### config.mk
export PLATFORM = sky130hd
export DESIGN_NAME = pipe_stall_ctrl_flat
export DESIGN_NICKNAME = d
export VERILOG_FILES = /design/src/rtl/pipe_stall_ctrl_pkg.sv /design/src/rtl/pipe_stall_ctrl_if.sv /design/src/rtl/pipe_stall_ctrl_stall_cnt.sv /design/src/rtl/pipe_stall_ctrl.sv /design/src/flat_wrapper.sv
export SDC_FILE = /design/constraint.sdc
export NUM_CORES = 1
export LEC_CHECK = 0
export CAP_MARGIN = 20
export CORE_UTILIZATION = 30
export CTS_BUF_LIST = sky130_fd_sc_hd__clkbuf_4 sky130_fd_sc_hd__clkbuf_8 sky130_fd_sc_hd__clkbuf_16
export DETAILED_ROUTE_END_ITERATION = 10
export GPL_TIMING_DRIVEN = 0
export SLEW_MARGIN = 10
export SYNTH_ARGS = -nofsm -noshare
export SYNTH_HDL_FRONTEND = slang
export SYNTH_HIERARCHICAL = 1
export SYNTH_SLANG_ARGS = --single-unit
### constraint.sdc
create_clock -name clk -period 2.6 [get_ports clk]
set_clock_uncertainty 0.2 [all_clocks]
set_input_delay 0.65 -clock clk [delete_from_list [all_inputs] [get_ports clk]]
set_output_delay 0.65 -clock clk [all_outputs]
set_load 0.02 [all_outputs]
### src/rtl/pipe_stall_ctrl_pkg.sv
// Shared core defines for the pipeline stall/flush controller:
// hold-vector width, stall encodings, stage indices and FSM state encoding.
package pipe_stall_ctrl_pkg;

  localparam int StallBus = 6;

  typedef logic [StallBus-1:0] stall_vec_t;

  // Stage index of each bit in the hold vector
  localparam int STG_PC   = 0;
  localparam int STG_IFID = 1;
  localparam int STG_IDEX = 2;
  localparam int STG_EXMEM = 3;
  localparam int STG_MEMWB = 4;
  localparam int STG_WB   = 5;

  // Hold-vector encodings: ID stall freezes PC..ID/EX, EX stall also EX/MEM
  localparam stall_vec_t STALL_NONE = 6'b000000;
  localparam stall_vec_t STALL_ID   = 6'b000111;
  localparam stall_vec_t STALL_EX   = 6'b001111;

  // FSM state encoding, kept as plain constants for legacy compatibility
  localparam logic [1:0] ST_IDLE   = 2'd0;
  localparam logic [1:0] ST_MC_RUN = 2'd1;
  localparam logic [1:0] ST_FLUSH  = 2'd2;

  // Load-use stall contribution from decode
  function automatic stall_vec_t id_stall(input logic stallreq_id);
    return stallreq_id ? STALL_ID : STALL_NONE;
  endfunction

endpackage

### src/rtl/pipe_stall_ctrl_if.sv
// Request/response bundle between the datapath and the stall controller.
// master = pipeline side (raises requests), slave = controller.
interface pipe_stall_ctrl_if #(
  parameter int CNT_W = 6
);
  import pipe_stall_ctrl_pkg::*;

  logic             stallreq_id;
  logic             mc_start;
  logic [CNT_W-1:0] mc_cycles;
  logic             flush_req;
  stall_vec_t       stall_o;
  logic             flush_o;
  logic             mc_busy_o;
  logic             mc_done_o;

  modport master (
    output stallreq_id, mc_start, mc_cycles, flush_req,
    input  stall_o, flush_o, mc_busy_o, mc_done_o
  );

  modport slave (
    input  stallreq_id, mc_start, mc_cycles, flush_req,
    output stall_o, flush_o, mc_busy_o, mc_done_o
  );

endinterface

### src/rtl/pipe_stall_ctrl_stall_cnt.sv
// Loadable down-counter with zero flag, shared by the multi-cycle and
// flush sequencing of pipe_stall_ctrl.
module stall_cnt #(
  parameter int CNT_W = 6
) (
  input  logic             clk,
  input  logic             rst,
  input  logic             load,
  input  logic             dec,
  input  logic [CNT_W-1:0] load_val,
  output logic [CNT_W-1:0] cnt,
  output logic             zero
);

  // Load has priority over decrement; reset clears the count
  always_ff @(posedge clk) begin
    if (rst)       cnt <= '0;
    else if (load) cnt <= load_val;
    else if (dec)  cnt <= cnt - CNT_W'(1);
  end

  // Zero flag used by the FSM to detect the last cycle
  always_comb begin
    zero = (cnt == '0);
  end

endmodule

### src/rtl/pipe_stall_ctrl.sv
// Pipeline stall and flush controller: merges load-use and multi-cycle EX
// stalls into the per-stage hold vector and sequences multi-cycle flushes.
// Outputs are combinational so stalls take effect in the requesting cycle.
module pipe_stall_ctrl
  import pipe_stall_ctrl_pkg::*;
#(
  parameter int CNT_W     = 6,
  parameter int FLUSH_LEN = 1
) (
  input  logic              clk,
  input  logic              rst,
  pipe_stall_ctrl_if.slave  bus
);

  localparam logic [CNT_W-1:0] FLUSH_RELOAD =
    (FLUSH_LEN >= 2) ? CNT_W'(FLUSH_LEN - 2) : '0;

  logic [1:0]       state, next_state;
  logic             cnt_load, cnt_dec, cnt_zero;
  logic [CNT_W-1:0] cnt_load_val, cnt;

  stall_cnt #(.CNT_W(CNT_W)) u_stall_cnt (
    .clk      (clk),
    .rst      (rst),
    .load     (cnt_load),
    .dec      (cnt_dec),
    .load_val (cnt_load_val),
    .cnt      (cnt),
    .zero     (cnt_zero)
  );

  // State register
  always_ff @(posedge clk) begin
    if (rst) state <= ST_IDLE;
    else     state <= next_state;
  end

  // Next-state, counter control and output decode; flush > multi-cycle > load-use
  always_comb begin
    next_state    = state;
    cnt_load      = 1'b0;
    cnt_dec       = 1'b0;
    cnt_load_val  = '0;
    bus.stall_o   = STALL_NONE;
    bus.flush_o   = 1'b0;
    bus.mc_busy_o = 1'b0;
    bus.mc_done_o = 1'b0;

    if (rst) begin
      next_state = ST_IDLE;
    end else if (bus.flush_req) begin
      bus.flush_o  = 1'b1;
      cnt_load     = 1'b1;
      cnt_load_val = FLUSH_RELOAD;
      next_state   = (FLUSH_LEN >= 2) ? ST_FLUSH : ST_IDLE;
    end else begin
      case (state)
        ST_IDLE: begin
          if (bus.mc_start && (bus.mc_cycles >= CNT_W'(2))) begin
            bus.stall_o   = STALL_EX;
            bus.mc_busy_o = 1'b1;
            cnt_load      = 1'b1;
            cnt_load_val  = bus.mc_cycles - CNT_W'(2);
            next_state    = ST_MC_RUN;
          end else if (bus.mc_start) begin
            bus.mc_done_o = 1'b1;
            bus.stall_o   = id_stall(bus.stallreq_id);
          end else begin
            bus.stall_o   = id_stall(bus.stallreq_id);
          end
        end
        ST_MC_RUN: begin
          bus.mc_busy_o = 1'b1;
          if (!cnt_zero) begin
            bus.stall_o = STALL_EX;
            cnt_dec     = 1'b1;
          end else begin
            bus.mc_done_o = 1'b1;
            bus.stall_o   = id_stall(bus.stallreq_id);
            next_state    = ST_IDLE;
          end
        end
        ST_FLUSH: begin
          bus.flush_o = 1'b1;
          if (cnt_zero) next_state = ST_IDLE;
          else          cnt_dec    = 1'b1;
        end
        default: begin
          next_state = ST_IDLE;
        end
      endcase
    end
  end

endmodule

### src/flat_wrapper.sv
// flat-port wrapper written by rule: the top's interface ports become plain ports
module pipe_stall_ctrl_flat import pipe_stall_ctrl_pkg::*;
#(
  parameter int CNT_W     = 6,
  parameter int FLUSH_LEN = 1
)
  (clk, rst, bus_stallreq_id, bus_mc_start, bus_mc_cycles, bus_flush_req, bus_stall_o, bus_flush_o, bus_mc_busy_o, bus_mc_done_o);
  pipe_stall_ctrl_if #(.CNT_W(CNT_W)) bus_i ();
  input  logic clk;
  input  logic rst;
  input wire logic [$bits(bus_i.stallreq_id)-1:0] bus_stallreq_id;
  input wire logic [$bits(bus_i.mc_start)-1:0] bus_mc_start;
  input wire logic [$bits(bus_i.mc_cycles)-1:0] bus_mc_cycles;
  input wire logic [$bits(bus_i.flush_req)-1:0] bus_flush_req;
  output wire logic [$bits(bus_i.stall_o)-1:0] bus_stall_o;
  output wire logic [$bits(bus_i.flush_o)-1:0] bus_flush_o;
  output wire logic [$bits(bus_i.mc_busy_o)-1:0] bus_mc_busy_o;
  output wire logic [$bits(bus_i.mc_done_o)-1:0] bus_mc_done_o;
  assign bus_i.stallreq_id = bus_stallreq_id;
  assign bus_i.mc_start = bus_mc_start;
  assign bus_i.mc_cycles = bus_mc_cycles;
  assign bus_i.flush_req = bus_flush_req;
  assign bus_stall_o = bus_i.stall_o;
  assign bus_flush_o = bus_i.flush_o;
  assign bus_mc_busy_o = bus_i.mc_busy_o;
  assign bus_mc_done_o = bus_i.mc_done_o;
  pipe_stall_ctrl #(.CNT_W(CNT_W), .FLUSH_LEN(FLUSH_LEN)) u_core (.clk(clk), .rst(rst), .bus(bus_i));
endmodule
==> flow_metrics.tcl, run 1 <==
set metrics [dict create \
    status "finished, violations left" \
    violations "negative setup slack" \
    gp_congestion 0.749 \
    holdBufCountCts 0 \
    cts.sinks 7 \
    wl_um 1620 \
    dp_slack_ns -0.965 \
    final_core_util_pct 51.1 \
    synth_cell_types 32 \
    yosys_warnings 6 \
    layout_min_cycle_time_ns 2.67 \
    r2r-start "u_core/u_stall_cnt/cnt[1]" \
    cts_tree "built" \
    synthTopCellsByCount "nor2_1, inv_1, dfxtp_1" \
    crit_path_end "bus_stall_o[2]" \
    clkLatencyLatePin_ns 0.25 \
    ir_drop_v 0.000239 \
    routedWlPerCell_um 11.5 \
    max_slew_margin_pct 63.1 \
    synth.top_cell.area_share_pct 22.5 \
    reg2reg_slack_ns 0.07 \
    path_clk_slew_ns 0.05 \
    grt-ovfl-total 0 \
    die_w_um 47.5 \
    path_class "in2out" \
    num_rows 16 \
    synthToLayoutAreaGrowth_pct 61.4 \
    reg2reg_to "u_core/u_stall_cnt/cnt[4]" \
    rsz0062_at_grt "true" \
    core_area_um2 1960 \
    drv_slew 0 \
    tns_ns -0.144 \
    n_fill_cell 204 \
    min_path_type "reg2reg" \
    worst_pin_slew_ns 0.554 \
    p_leak_nw 0.437 \
    netlist_area_um2 622 \
    dieArea_um2 2260 \
    worstPathArrival_ns 1.82 \
    drt_first_pass_iters 5 \
    final_hold_viol_count 0 \
    synthArstFlopShare_pct 0 \
    htreeDepth 1 \
    vias 687 \
    reg2reg_depth 9 \
    netlist_instances 82 \
    max_freq_mhz 374 \
    worst_slack_ns -0.0725 \
    synth_edf_count 0 \
    end_kind "output port" \
    drtIter0Drc 4 \
    pin_count 20 \
    synth_top_cell_by_area "dfxtp_1" \
    dpl.hpwl_um 1140 \
    diodes 0 \
    yosys.cell_count.top_type "nor2_1" \
    viasPerCell 4.87 \
    die_h_um 47.5 \
    grt_pass1_wl_um 2250 \
    power.density_nw_per_um2 351 \
    numCtsBuffers 3 \
    track_usage_pct 14.5 \
    yosysSeqAreaShare_pct 22.5 \
    nNetsFinal 129 \
    crit_required_ns 1.75 \
    totalPowerFinal_w 0.000352 \
    drc 0 \
    grt_pass1_vias 576 \
    ant_nets 0 \
    cts-root-buf "clkbuf_4" \
    io_buffer_count 17 \
    initial_core_util_pct 31.7 \
    synthFlopType "dfxtp_1" \
    setup_viol 2 \
    cp_max_fo 4 \
    cts_buffer_depth 2 \
    antenna_found_initial 0 \
    grt_max_degree 13 \
    ys_ff_latch 7 \
    post_route_cells_drive_above_1_share_pct 44.7 \
    startpoint_type "input port" \
    yosys-top-cells-area "dfxtp_1, nor2_1, ha_1" \
    fin_crit_sh_pct 103 \
    startpoint "bus_mc_cycles[3]" \
    cap_viol_max_count 0 \
    avgSynthCellArea_um2 7.58 \
]
-- report_power, final --
part / switching [W] / internal (W) / total, W
clock: 0.0000413 / 0.0000691 / 0.000110
combinational: 0.0000593 / 0.0000626 / 0.000122
sequential: 0.00000692 / 0.000113 / 0.000120
total: 0.000108 / 0.000245 / 0.000352
-- layout by cell type (no fill, tap or decap), drive strengths merged, types with 2 or more instances in the layout --
| cell | synthesis | final |
|---|---|---|
| a21boi | 2 | 2 |
| inv | 8 | 8 |
| or3 | 2 | 2 |
| nor2b | 2 | 2 |
| nor3 | 5 | 5 |
| dfxtp | 7 | 7 |
| xnor2 | 2 | 2 |
| clkdlybuf4s15 | 0 | 2 |
| a211oi | 2 | 2 |
| a21oi | 5 | 5 |
| xor2 | 2 | 2 |
| nor2 | 14 | 14 |
| nand2 | 5 | 5 |
| conb | 1 | 2 |
| o31ai | 2 | 2 |
| buf | 4 | 22 |
| dlygate4sd2 | 0 | 3 |
| a311oi | 3 | 3 |
| clkdlybuf4s50 | 0 | 2 |
| ha | 3 | 3 |
| clkbuf | 0 | 5 |
-- flip-flops by register name (all words and copies together) (netlist names) --
name                    cells
u_core/u_stall_cnt/cnt      6
u_core/state                1
-- worst min path at each step --
stage / from / endpoint / slack (ns) / cells past startpoint
CTS: u_core/u_stall_cnt/cnt[4] / u_core/u_stall_cnt/cnt[4] / 0.31 / 2
floorplan: u_core/u_stall_cnt/cnt[4] / u_core/u_stall_cnt/cnt[4] / 0.27 / 2
finish: u_core/u_stall_cnt/cnt[4] / u_core/u_stall_cnt/cnt[4] / 0.31 / 2
global route: u_core/u_stall_cnt/cnt[4] / u_core/u_stall_cnt/cnt[4] / 0.35 / 2
detailed placement: u_core/u_stall_cnt/cnt[4] / u_core/u_stall_cnt/cnt[4] / 0.30 / 2
global placement: u_core/u_stall_cnt/cnt[4] / u_core/u_stall_cnt/cnt[4] / 0.29 / 2
-- metal layers --
| metal | global-route usage (%) | routed length, um | vias to the layer above |
|---|---|---|---|
| li1 | - | - | 352 |
| met1 | 13.3 | 693 | 313 |
| met2 | 30.4 | 857 | 22 |
| met3 | 4.91 | 71 | 0 |
| met4 | 2.22 | 0 | 0 |
| met5 | 0 | 0 | - |
-- repair_timing --
item	CTS	global route
buffers inserted	5	5
endpoints found under the setup margin	12	7
pin swaps	4	5
resized for setup	63	11
-- through the flow --
step	hold slack, ns	area, um^2	instances
floorplan	0.269	654	83
global placement	0.292	858	127
detailed placement	0.299	858	127
CTS	0.307	953	136
global route	0.350	1000	141
finish	0.313	1000	141
-- layout make-up --
type                       instances  area [um^2]  share of cell area [%]
sequential                         7          146                    14.6
inverter                           8         30.0                    2.99
timing repair buffer              27          236                    23.6
multi-input combinational         64          497                    49.5
tap                               27         33.8                    3.37
buffer                             4         30.0                    2.99
clock buffer                       4         30.0                    2.99
-- kinds of logic (layout without fill, tap and decap cells) --
group / count (synthesis) / count (layout) / synth area share [%]
compound gates: 19 / 19 / 24.1
xor+xnor: 4 / 4 / 5.63
fa+ha+maj: 3 / 3 / 6.04
buf+inv: 12 / 43 / 9.66
flops: 7 / 7 / 22.5
mux: 1 / 1 / 1.61
other cells: 1 / 2 / 0.603
simple gates: 35 / 35 / 29.8
-- critical path, stage by stage --
cell and delay, ns:
buf_8 0.10, or3_4 0.40, o31ai_4 0.25, a311oi_4 0.15
buf_4 0.16, buf_6 0.12
(Power assumes the default switching activity.)
==> run 2: changes to the inputs <==
--- a/config.mk
+++ b/config.mk
@@ -9,9 +9,7 @@
 export CORE_UTILIZATION = 30
 export CTS_BUF_LIST = sky130_fd_sc_hd__clkbuf_4 sky130_fd_sc_hd__clkbuf_8 sky130_fd_sc_hd__clkbuf_16
 export DETAILED_ROUTE_END_ITERATION = 10
-export GPL_TIMING_DRIVEN = 0
 export SLEW_MARGIN = 10
 export SYNTH_ARGS = -nofsm -noshare
 export SYNTH_HDL_FRONTEND = slang
-export SYNTH_HIERARCHICAL = 1
 export SYNTH_SLANG_ARGS = --single-unit
==> run 2 against run 1 <==
  * Core utilization hardly changed
  * Non-clock buffer count rose by 3
  * Area after synthesis shrank 4.0%
  * Cell count is the same
  * Largest power group unchanged
  * Via count down 2.2%
  * Setup slack improved by 0.12 ns
  * Critical path depth shrank 1
  * The run now ends clean
  * Sequential power is essentially flat
  * Synthesized cell count is the same
  * Highest routed layer unchanged
  * Global-route usage grew 1.9 points
==> flow_metrics.tcl, run 2 <==
set metrics [dict create \
    path_clk_slew_ns 0.05 \
    status "finished clean" \
    tns_ns 0 \
    cts_tree "built" \
    gp_congestion 0.780 \
    final_common_cell "buf_4" \
    min_path_type "reg2reg" \
    antenna_found_initial 0 \
    track_usage_pct 16.4 \
    cts_buffer_depth 2 \
    synth_compound_area_share_pct 22.4 \
    synth_top_family_by_area "simple AND/OR/NAND/NOR gates" \
    initial_core_util_pct 33.1 \
    post_route_cells_drive_above_1_share_pct 38.8 \
    synthArstFlopShare_pct 0 \
    regMostFlops "u_core.u_stall_cnt.cnt" \
    clkLatencyLatePin_ns 0.24 \
    cts.sinks 7 \
    viasPerCell 4.77 \
    reg2reg_slack_ns 0.74 \
    reg2reg_depth 6 \
    startpoint "bus_mc_cycles[3]" \
    num_rows 15 \
    grtUsageMet2_pct 28.3 \
    netlist_instances 82 \
    ys_ff_latch 7 \
    drc 0 \
    hold_ws_ns 0.339 \
    grt-ovfl-total 0 \
    synth_mux_area_share_pct 0 \
    use_met3_pct 3.53 \
    yosys.cell_count.top_type "nor2_1" \
    cap_viol_max_count 0 \
    grt_pass1_vias 597 \
    reg2reg_to "u_core.u_stall_cnt.cnt[3]" \
    synthFlopType "dfxtp_1" \
    cp_max_fo 4 \
    top_usage_layer "met2" \
    synthToLayoutAreaGrowth_pct 54.3 \
    dieArea_um2 2170 \
    synth_xor_area_share_pct 4.40 \
    core_area_um2 1800 \
    synthAdderAreaFrac_pct 4.19 \
    synthSimpleGateAreaFrac_pct 34.6 \
    drv_slew 0 \
    synth_cell_types 36 \
    drt_first_pass_iters 4 \
    yosys_warnings 0 \
    power.density_nw_per_um2 390 \
    r2r-start "u_core.u_stall_cnt.cnt[3]" \
    wl_um 1560 \
    numCtsBuffers 3 \
    crit_required_ns 1.75 \
    fin_crit_sh_pct 98.3 \
    vias 672 \
    die_w_um 46.6 \
    synth_top_cell_by_area "dfxtp_1" \
    end_kind "output port" \
    setup_viol 0 \
    synth_edf_count 0 \
    diodes 0 \
    synth.top_cell.area_share_pct 23.5 \
    die_h_um 46.6 \
    crit_path_end "bus_mc_busy_o" \
    io_buffer_count 17 \
    layout_min_cycle_time_ns 2.56 \
    yosys-top-cells-area "dfxtp_1, nor2_1, nor3_1" \
    max_freq_mhz 391 \
    drtIter0Drc 17 \
    p_leak_nw 0.403 \
    rsz0062_at_grt "false" \
    final_cell_mix "buf_4, nor2_1, nor3_1, dfxtp_1" \
    grt_max_degree 7 \
    ant_nets 0 \
    reg_top3 "u_core.u_stall_cnt.cnt x6, u_core.state x1" \
    pin_count 20 \
    final_core_util_pct 51.1 \
    final_hold_viol_count 0 \
    cts-root-buf "clkbuf_4" \
    startpoint_type "input port" \
    avgSynthCellArea_um2 7.28 \
    largest_register_ffs 6 \
    yosysSeqAreaShare_pct 23.5 \
    path_class "in2out" \
    synthTopCellsByCount "nor2_1, nor3_1, dfxtp_1, inv_1, nand2_1" \
    nNetsFinal 130 \
    use_met1_pct 21.2 \
    routedWlPerCell_um 11.0 \
    ir_drop_v 0.000276 \
    worstPathArrival_ns 1.71 \
    dpl.hpwl_um 1260 \
    htreeDepth 1 \
    grt_pass1_wl_um 2500 \
    netlist_area_um2 597 \
]
==> run 2: cell count changes after synthesis, moves of 2 or more <==
cell      change
a211oi_1      -2
a21boi_1      -2
a311oi_1      -2
nand3_1       +2
nand4_1       +2
nor3_1        +3
or3_1         -2
==> run 2: logic make-up (layout without fill, tap and decap cells) <==
kind of cell / after synthesis / in the layout
AO/OA/AOI/OAI: 18 / 18
XOR/XNOR: 3 / 3
adder cells (fa/ha/maj): 2 / 2
buffers and inverters: 12 / 45
flip-flops: 7 / 7
other: 1 / 2
AND/OR/NAND/NOR: 39 / 39
==> run 2: through the flow <==
step | area [um^2] | worst slack [ns] | power [W] | std cells
2_1_floorplan | 603 | 0.101 | 0.000194 | 83
3_3_place_gp | 875 | -0.742 | 0.000249 | 134
3_5_place_dp | 875 | -0.788 | 0.000251 | 134
4_1_cts | 913 | 0.0206 | 0.000363 | 140
5_1_grt | 921 | 0.00401 | 0.000386 | 141
6_report | 921 | 0.0435 | 0.000359 | 141
==> run 2: cell type report <==
class                   count  area (um^2)
inverters                   7         26.3
clock buffers               4         30.0
well taps                  25         31.3
multi-input cells          64          434
repair buffers             34          259
fillers                   190          881
flip-flops and latches      7          140
==> run 2: how the worst min path moves through the flow <==
stage                              startpoint                   endpoint  slack [ns]  depth (start not counted)
floorplan           u_core.u_stall_cnt.cnt[0]  u_core.u_stall_cnt.cnt[0]        0.30                          2
global placement    u_core.u_stall_cnt.cnt[5]  u_core.u_stall_cnt.cnt[5]        0.32                          2
detailed placement  u_core.u_stall_cnt.cnt[5]  u_core.u_stall_cnt.cnt[5]        0.33                          2
CTS                 u_core.u_stall_cnt.cnt[5]  u_core.u_stall_cnt.cnt[5]        0.34                          2
global route        u_core.u_stall_cnt.cnt[3]  u_core.u_stall_cnt.cnt[3]        0.38                          2
finish              u_core.u_stall_cnt.cnt[5]  u_core.u_stall_cnt.cnt[5]        0.34                          2
==> run 2: worst max-delay path, stage by stage <==
cell and delay, ns:
buf_2 0.13, or4_4 0.54, o21ai_2 0.14, a21oi_1 0.08, buf_4 0.16
==> run 2: where the power goes <==
group / leakage, nW / switching (W) / total, W / internal (W)
logic: 0.328 / 0.0000668 / 0.000133 / 0.0000660
registers: 0.0573 / 0.00000685 / 0.000120 / 0.000114
clock network: 0.0184 / 0.0000371 / 0.000106 / 0.0000688
==> run 2: timing repair <==
action,CTS,global route
endpoints found under the setup margin,7,4
pin swaps,6,5
hold buffers,0,0
setup buffers,2,1
resized for setup,52,4
==> run 2: layer usage <==
metal	share of wire [%]	vias to the layer above
met3	3.5	0
met1	49	305
met2	47	14
met4	0	0
li1	-	353
met5	0	-
